[src/rtl/mr_if.sv]
// Instruction fetch stage: credit-limited sequential word fetch into a small
// instruction FIFO, with redirect that flushes buffered and in-flight fetches.
module mr_if #(
    parameter int              XLEN            = 32,
    parameter logic [XLEN-1:0] RESET_PC        = '0,
    parameter int              FIFO_DEPTH      = 2,
    parameter int              MAX_OUTSTANDING = 2
) (
    input  logic            clk,
    input  logic            rst,
    output logic            imem_req_valid,
    input  logic            imem_req_ready,
    output logic [XLEN-1:0] imem_req_addr,
    input  logic            imem_rsp_valid,
    input  logic [31:0]     imem_rsp_data,
    output logic [31:0]     inst,
    output logic [XLEN-1:0] inst_pc,
    output logic            inst_valid,
    input  logic            inst_ready,
    input  logic            jmp_valid,
    input  logic [XLEN-1:0] jmp_target
);

    localparam int CW = $clog2(MAX_OUTSTANDING + 1);
    localparam int QW = (MAX_OUTSTANDING > 1) ? $clog2(MAX_OUTSTANDING) : 1;
    localparam int FW = $clog2(FIFO_DEPTH + 1);
    localparam int AW = $clog2(FIFO_DEPTH);

    logic [XLEN-1:0] fetch_pc;
    logic [CW-1:0]   out_cnt;
    logic [CW-1:0]   drop_cnt;
    logic [CW-1:0]   out_cnt_nxt;
    logic [CW-1:0]   drop_cnt_nxt;

    logic [XLEN-1:0] infl_pc [MAX_OUTSTANDING];
    logic [QW-1:0]   infl_wr;
    logic [QW-1:0]   infl_rd;

    logic [31:0]     fifo_data [FIFO_DEPTH];
    logic [XLEN-1:0] fifo_pc   [FIFO_DEPTH];
    logic [AW-1:0]   fifo_wr;
    logic [AW-1:0]   fifo_rd;
    logic [FW-1:0]   fifo_cnt;
    logic [FW-1:0]   fifo_cnt_nxt;
    logic            fifo_valid;

    logic            req_fire;
    logic            rsp_take;
    logic            rsp_keep;
    logic            pop_fire;

    function automatic logic [QW-1:0] infl_inc(input logic [QW-1:0] p);
        return (p == QW'(MAX_OUTSTANDING - 1)) ? '0 : p + 1'b1;
    endfunction

    // Handshake: a transfer happens on a rising clk edge where valid and ready
    // are both high; imem responses and jmp_valid are single-cycle strobes.
    always_comb begin
        // Credit rule: every request ever issued has a reserved FIFO slot.
        imem_req_valid = !rst && !jmp_valid
                         && (32'(out_cnt) < 32'(MAX_OUTSTANDING))
                         && ((32'(out_cnt) + 32'(fifo_cnt)) < 32'(FIFO_DEPTH));
        imem_req_addr  = fetch_pc;

        req_fire = imem_req_valid && imem_req_ready;
        rsp_take = !rst && imem_rsp_valid && (out_cnt != '0);
        rsp_keep = rsp_take && !jmp_valid && (drop_cnt == '0);
        pop_fire = fifo_valid && inst_ready && !jmp_valid;

        out_cnt_nxt = out_cnt;
        if (req_fire && !rsp_take) begin
            out_cnt_nxt = out_cnt + 1'b1;
        end else if (!req_fire && rsp_take) begin
            out_cnt_nxt = out_cnt - 1'b1;
        end

        drop_cnt_nxt = drop_cnt;
        if (jmp_valid) begin
            drop_cnt_nxt = out_cnt - CW'(rsp_take);
        end else if (rsp_take && (drop_cnt != '0)) begin
            drop_cnt_nxt = drop_cnt - 1'b1;
        end

        fifo_cnt_nxt = fifo_cnt + FW'(rsp_keep) - FW'(pop_fire);
        if (jmp_valid) begin
            fifo_cnt_nxt = '0;
        end
    end

    always_ff @(posedge clk) begin
        if (rst) begin
            fetch_pc   <= RESET_PC;
            out_cnt    <= '0;
            drop_cnt   <= '0;
            infl_wr    <= '0;
            infl_rd    <= '0;
            fifo_wr    <= '0;
            fifo_rd    <= '0;
            fifo_cnt   <= '0;
            fifo_valid <= 1'b0;
        end else begin
            out_cnt    <= out_cnt_nxt;
            drop_cnt   <= drop_cnt_nxt;
            fifo_cnt   <= fifo_cnt_nxt;
            fifo_valid <= (fifo_cnt_nxt != '0);

            if (jmp_valid) begin
                fetch_pc <= {jmp_target[XLEN-1:2], 2'b00};
            end else if (req_fire) begin
                fetch_pc <= fetch_pc + XLEN'(4);
            end

            // In-flight PCs survive a redirect; stale responses still pop them.
            if (req_fire) infl_wr <= infl_inc(infl_wr);
            if (rsp_take) infl_rd <= infl_inc(infl_rd);

            if (jmp_valid) begin
                fifo_wr <= '0;
                fifo_rd <= '0;
            end else begin
                if (rsp_keep) fifo_wr <= fifo_wr + 1'b1;
                if (pop_fire) fifo_rd <= fifo_rd + 1'b1;
            end
        end
    end

    always_ff @(posedge clk) begin
        if (req_fire) begin
            infl_pc[infl_wr] <= fetch_pc;
        end
        if (rsp_keep) begin
            fifo_data[fifo_wr] <= imem_rsp_data;
            fifo_pc[fifo_wr]   <= infl_pc[infl_rd];
        end
    end

    assign inst       = fifo_data[fifo_rd];
    assign inst_pc    = fifo_pc[fifo_rd];
    assign inst_valid = fifo_valid;

    always_ff @(posedge clk) begin
        if (!rst) begin
            a_rsp_with_credit: assert (!(imem_rsp_valid && (out_cnt == '0)));
            a_jmp_aligned:     assert (!(jmp_valid && (jmp_target[1:0] != 2'b00)));
            a_drop_le_out:     assert (drop_cnt <= out_cnt);
            a_fifo_bound:      assert (32'(fifo_cnt) <= 32'(FIFO_DEPTH));
            a_addr_aligned:    assert (imem_req_addr[1:0] == 2'b00);
        end
    end

endmodule
[config.mk]
export PLATFORM = sky130hd
export DESIGN_NAME = mr_if
export DESIGN_NICKNAME = d
export VERILOG_FILES = /design/src/rtl/mr_if.sv
export SDC_FILE = /design/constraint.sdc
export NUM_CORES = 1
export LEC_CHECK = 0
export CAP_MARGIN = 20
export CORE_ASPECT_RATIO = 2
export CORE_MARGIN = 2
export CORE_UTILIZATION = 45
export DETAILED_ROUTE_END_ITERATION = 7
export PLACE_DENSITY = 0.77
export SYNTH_ARGS = -nofsm -noshare
export SYNTH_HDL_FRONTEND = slang
export SYNTH_SLANG_ARGS = --single-unit
[constraint.sdc]
create_clock -name clk -period 5.5 [get_ports clk]
set_clock_uncertainty 0.05 [all_clocks]
set_input_delay 1.65 -clock clk [delete_from_list [all_inputs] [get_ports clk]]
set_output_delay 1.65 -clock clk [all_outputs]
set_load 0.02 [all_outputs]
**Word level (Yosys, flattened, before mapping)**

Memories as Yosys holds them, arrays and structs flattened. A register that Yosys moved wholly into a read port is not among the register bits.
Cells that the tools add are included.

- Add/sub/neg operators: 12
- $lt $le $gt $ge: 2
- Multiplexer cells: 19
- Reductions and logical operators: 25

Operator list:

| operator | count |
|---|---|
| 2-to-1 mux 32 bit | 2 |
| adder 32 x 3 -> 32 bit, second input constant | 1 |
| logical AND 1 bit | 13 |
| 2-to-1 mux 1 bit | 12 |
| nonzero test 2 bit | 6 |
| 2-to-1 mux 2 bit | 5 |
| adder 1 bit, second input constant | 4 |
| zero test 1 bit | 4 |
| subtractor 2 x 1 -> 2 bit | 2 |
| subtractor 2 x 1 -> 2 bit, second input constant | 2 |
| adder 2 x 2 -> 3 bit | 1 |
| < comparator 3 x 2 -> 1 bit, second input constant | 1 |
| adder 2 x 1 -> 2 bit | 1 |
| adder 2 x 1 -> 2 bit, second input constant | 1 |
| zero test 2 bit | 1 |
| < comparator 2 bit, second input constant | 1 |
| OR reduction 2 bit | 1 |

- Register bits after elaboration: 43
- Memory bits (writable): 192
- Input bits: 70
- Output and inout port bits: 98
- Logic and storage cells: 71
- Memories: 3

Memory list:

| memory | words | width | rd ports | clocked after memory_dff | write ports | line | RTL |
|---|---|---|---|---|---|---|---|
| fifo_data | 2 | 32 | 1 | 1 | 1 | 39 | `logic [31:0] fifo_data [FIFO_DEPTH];` |
| fifo_pc | 2 | 32 | 1 | 1 | 1 | 40 | `logic [XLEN-1:0] fifo_pc [FIFO_DEPTH];` |
| infl_pc | 2 | 32 | 1 | 1 | 1 | 35 | `logic [XLEN-1:0] infl_pc [MAX_OUTSTANDING];` |

**Longest topological paths before layout**

- Depth after elaboration: 9
- Gate-level depth with buffers: 11

**Worst setup path after synthesis**

No wires, ideal clock.

- Path kind: input-to-reg
- Start point: input rst
- End point: memory fifo_data[0][0], enable pin
- Arrival: 4.790 ns
- Required time: 4.968 ns
- Path slack: 0.178 ns
- Stages on the path: 4
- Path buffers: 1
- Cell sequence: clkbuf_1 > nor2_1 > o2111ai_1 > nor2_1

- Longest elaborated chain between the ends: 7

Ends and longest elaborated chain:

| element | line | RTL |
|---|---|---|
| start, declared | 10 | `input logic rst,` |
| zero test 1 bit | -- |  |
| logical AND 1 bit (2 in a row) | 66 | `rsp_take = !rst && imem_rsp_valid && (out_cnt != '0);` |
| logical AND 1 bit (2 in a row) | 67 | `rsp_keep = rsp_take && !jmp_valid && (drop_cnt == '0);` |
| 2-to-1 mux 1 bit | 131 | `if (rsp_keep) begin` |
| 2-to-1 mux 1 bit (implied by the code) | 132 | `fifo_data[fifo_wr] <= imem_rsp_data;` |
| end, declared | 39 |  |

Every way passes these cells.

**Worst setup path in the final report**

- Start point: input jmp_valid
- End point: output imem_req_valid

- Longest elaborated chain between the ends: 4

Ends and longest elaborated chain:

| element | line | RTL |
|---|---|---|
| start, declared | 20 | `input logic jmp_valid,` |
| zero test 1 bit | 60 | `imem_req_valid = !rst && !jmp_valid` |
| logical AND 1 bit | 60 |  |
| logical AND 1 bit | 61 | `&& (32'(out_cnt) < 32'(MAX_OUTSTANDING))` |
| logical AND 1 bit | 62 | `&& ((32'(out_cnt) + 32'(fifo_cnt)) < 32'(FIFO_DEPTH));` |
| end, declared | 11 | `output logic imem_req_valid,` |

Every way passes these cells.

==> results.ini <==
[run_status]
outcome=completed

[clock_network]
cts_tree=done
clock_path_buffers=3
cts_resized=0
root_buffer=clkbuf_16
clock_sinks=227
cts_hold_buf=0
insertion_delay_ns=0.49
h-tree-depth=1
cts_setup_buffers=0
numCtsBuffers=20
clk_pin_slew_ns=0.06

[die]
core_area_um2=19900
die_y_um=205
rows=73
dieArea_um2=21500
io_pins=168
die_width_um=105
initial_core_util_pct=45.9

[drt]
drtIter0Drc=197
antenna_left=0
routed_wirelength_um=19200
viasPerCell=5.31
avgRoutedWirePerCell_um=18.7
via_count=5471
first_pass_iters=5
drc=0

[synthesis]
synth.avg_cell_area_um2=15.5
synth-async-reset-ratio_pct=0
synth_enable_flop_cells=184
synth_common_cells=edfxtp_1, mux2_2, dfxtp_1, a21oi_1, nor2_1
synth_top_area_share_pct=60.5
synth_area_leader_cell=edfxtp_1
ys_seq_area_share_pct=69.9
syn_inst=588
synth_most_common_cell=edfxtp_1
synth-seq-cells=227
synth_area_leaders=edfxtp_1, mux2_2, dfxtp_1
yosys_most_used_dff=edfxtp_1
synth.distinct_cells=52
syn-cell-area_um2=9130
yosys_warnings=0

[setup_path]
slowest_stage=clkdlybuf4s50_1
critPathKind=input pin to output pin
cpPeakStageDelay_ns=0.61
cp_max_fo=2
critPathCaptureType=output pin
required_ns=3.80
crit_arrival_ns=3.10
crit_chain=clkdlybuf4s50_1, nor4_2, nor2b_1, clkdlybuf4s50_1
cp_common_cell=clkdlybuf4s50_1
critPathLaunchType=input pin

[final_layout]
drive_gt1_share_pct=21.0
syn_to_final_growth_pct=29.0
layout.nets=831
antenna_cells=0

[sta]
worst_slew_pin_slew_ns=1.05
finalHoldViolCount=0
setup_viol=0
setup_tns_ns=0
rsz0062_at_grt=false
timing.hold.ws_ns=0.457
maxSlewViolCount=0
max_clock_freq_mhz=208
slew_headroom_pct=30.1
setup_ws_ns=0.701
period_share_pct=87.3
period_minus_slack_ns=4.80

[placed_design]
dpl.hpwl_um=13400
io_buffer_count=161
gp_congestion=0.850
pre_cts_ws_ns=0.707

[pwr]
total_power_uw=3830
p_leak_uw=0.00391
irDropWorstVdd_mv=0.213
power_density_nw_per_um2=325

[flow_run]
maxCapViolCount=0

[global_routing]
grt_max_degree=63
gr-usage-all-layers_pct=17.3
grt_first_pass_wirelength_um=29300
antenna_found_initial=0
grt_pass1_vias=5691
grt.overflow.total=0

[min_path]
hold_class=flip-flop to flip-flop

==> power breakdown <==
part / switching, µW / internal [µW]
combinational: 159 / 159
clock: 588 / 962
sequential: 44.9 / 1910
total: 792 / 3030
==> critical path: cells and delay by family <==
kind | cells | cell delay (ns)
simple gates | 2 | 0.41
buf+inv | 2 | 1.04
==> registers in the layout (all words and copies together) (netlist names), named ones only <==
name           count
drop_cnt           2
fifo_cnt           2
infl_rd            1
fifo_rd            1
fifo_data         64
fifo_pc           60
infl_pc           60
infl_wr            1
fifo_wr            1
imem_req_addr     30
inst_valid         1
out_cnt            2
==> layout make-up <==
class / instances / area (µm²)
Clock inverter: 10 / 180
Clock buffer: 26 / 564
Inverter: 10 / 37.5
Timing Repair Buffer: 173 / 1700
Sequential cell: 227 / 6390
Fill cell: 1604 / 8130
Multi-Input combinational cell: 322 / 2580
Tap cell: 262 / 328
==> routing by layer <==
| layer | global-route usage, % | vias up | wire length (µm) |
|---|---|---|---|
| met5 | 0 | - | 0 |
| met4 | 9.38 | 0 | 991 |
| met3 | 2.41 | 58 | 896 |
| met2 | 34.2 | 199 | 10600 |
| met1 | 17.0 | 2646 | 6700 |
| li1 | - | 2568 | - |
==> worst paths after layout <==
kind	slack [ns]	end	startpoint	depth (start not counted)
setup reg to reg	2.22	out_cnt[1]$_SDFFE_PP0P_	out_cnt[0]$_SDFFE_PP0P_	10
hold / removal	0.46	infl_rd$_SDFFE_PP0N_	infl_rd$_SDFFE_PP0N_	2
hold reg to reg	0.46	infl_rd$_SDFFE_PP0N_	infl_rd$_SDFFE_PP0N_	2
setup / recovery	0.70	imem_req_valid	jmp_valid	4
==> per-stage QoR <==
stage	cells	util (%)	area, µm²
final	1030	59.2	11800
after global routing	1030	59.2	11800
after CTS	1030	59.2	11800
after detailed placement	994	55.4	11000
after global placement	994	55.4	11000
after floorplan	591	-	9150
==> layout by cell type (no fill, tap or decap), types with 7 or more instances in the layout <==
master | Yosys | final
a211oi_1 | 9 | 9
edfxtp_1 | 184 | 184
nand3_1 | 10 | 10
nor4_1 | 7 | 7
nand2_1 | 27 | 27
xor2_1 | 12 | 12
xnor2_1 | 14 | 14
mux2_2 | 94 | 94
clkbuf_16 | 0 | 21
nor2_1 | 28 | 25
a21oi_1 | 28 | 28
nor3_1 | 8 | 8
inv_1 | 9 | 9
dfxtp_1 | 43 | 42
buf_4 | 4 | 12
clkdlybuf4s50_1 | 0 | 161
==> cells by family (layout without fill, tap and decap cells) <==
kind of cell | count (synthesis) | count (layout) | share of synthesized area (%)
compound gates | 66 | 66 | 4.58
xor+xnor | 26 | 26 | 2.49
fa+ha+maj | 7 | 7 | 1.04
buf+inv | 42 | 219 | 2.15
flops | 227 | 227 | 69.9
mux | 94 | 94 | 11.6
other cells | 1 | 4 | 0.0411
simple gates | 125 | 125 | 8.19
Power figures use the tool's default switching activity.
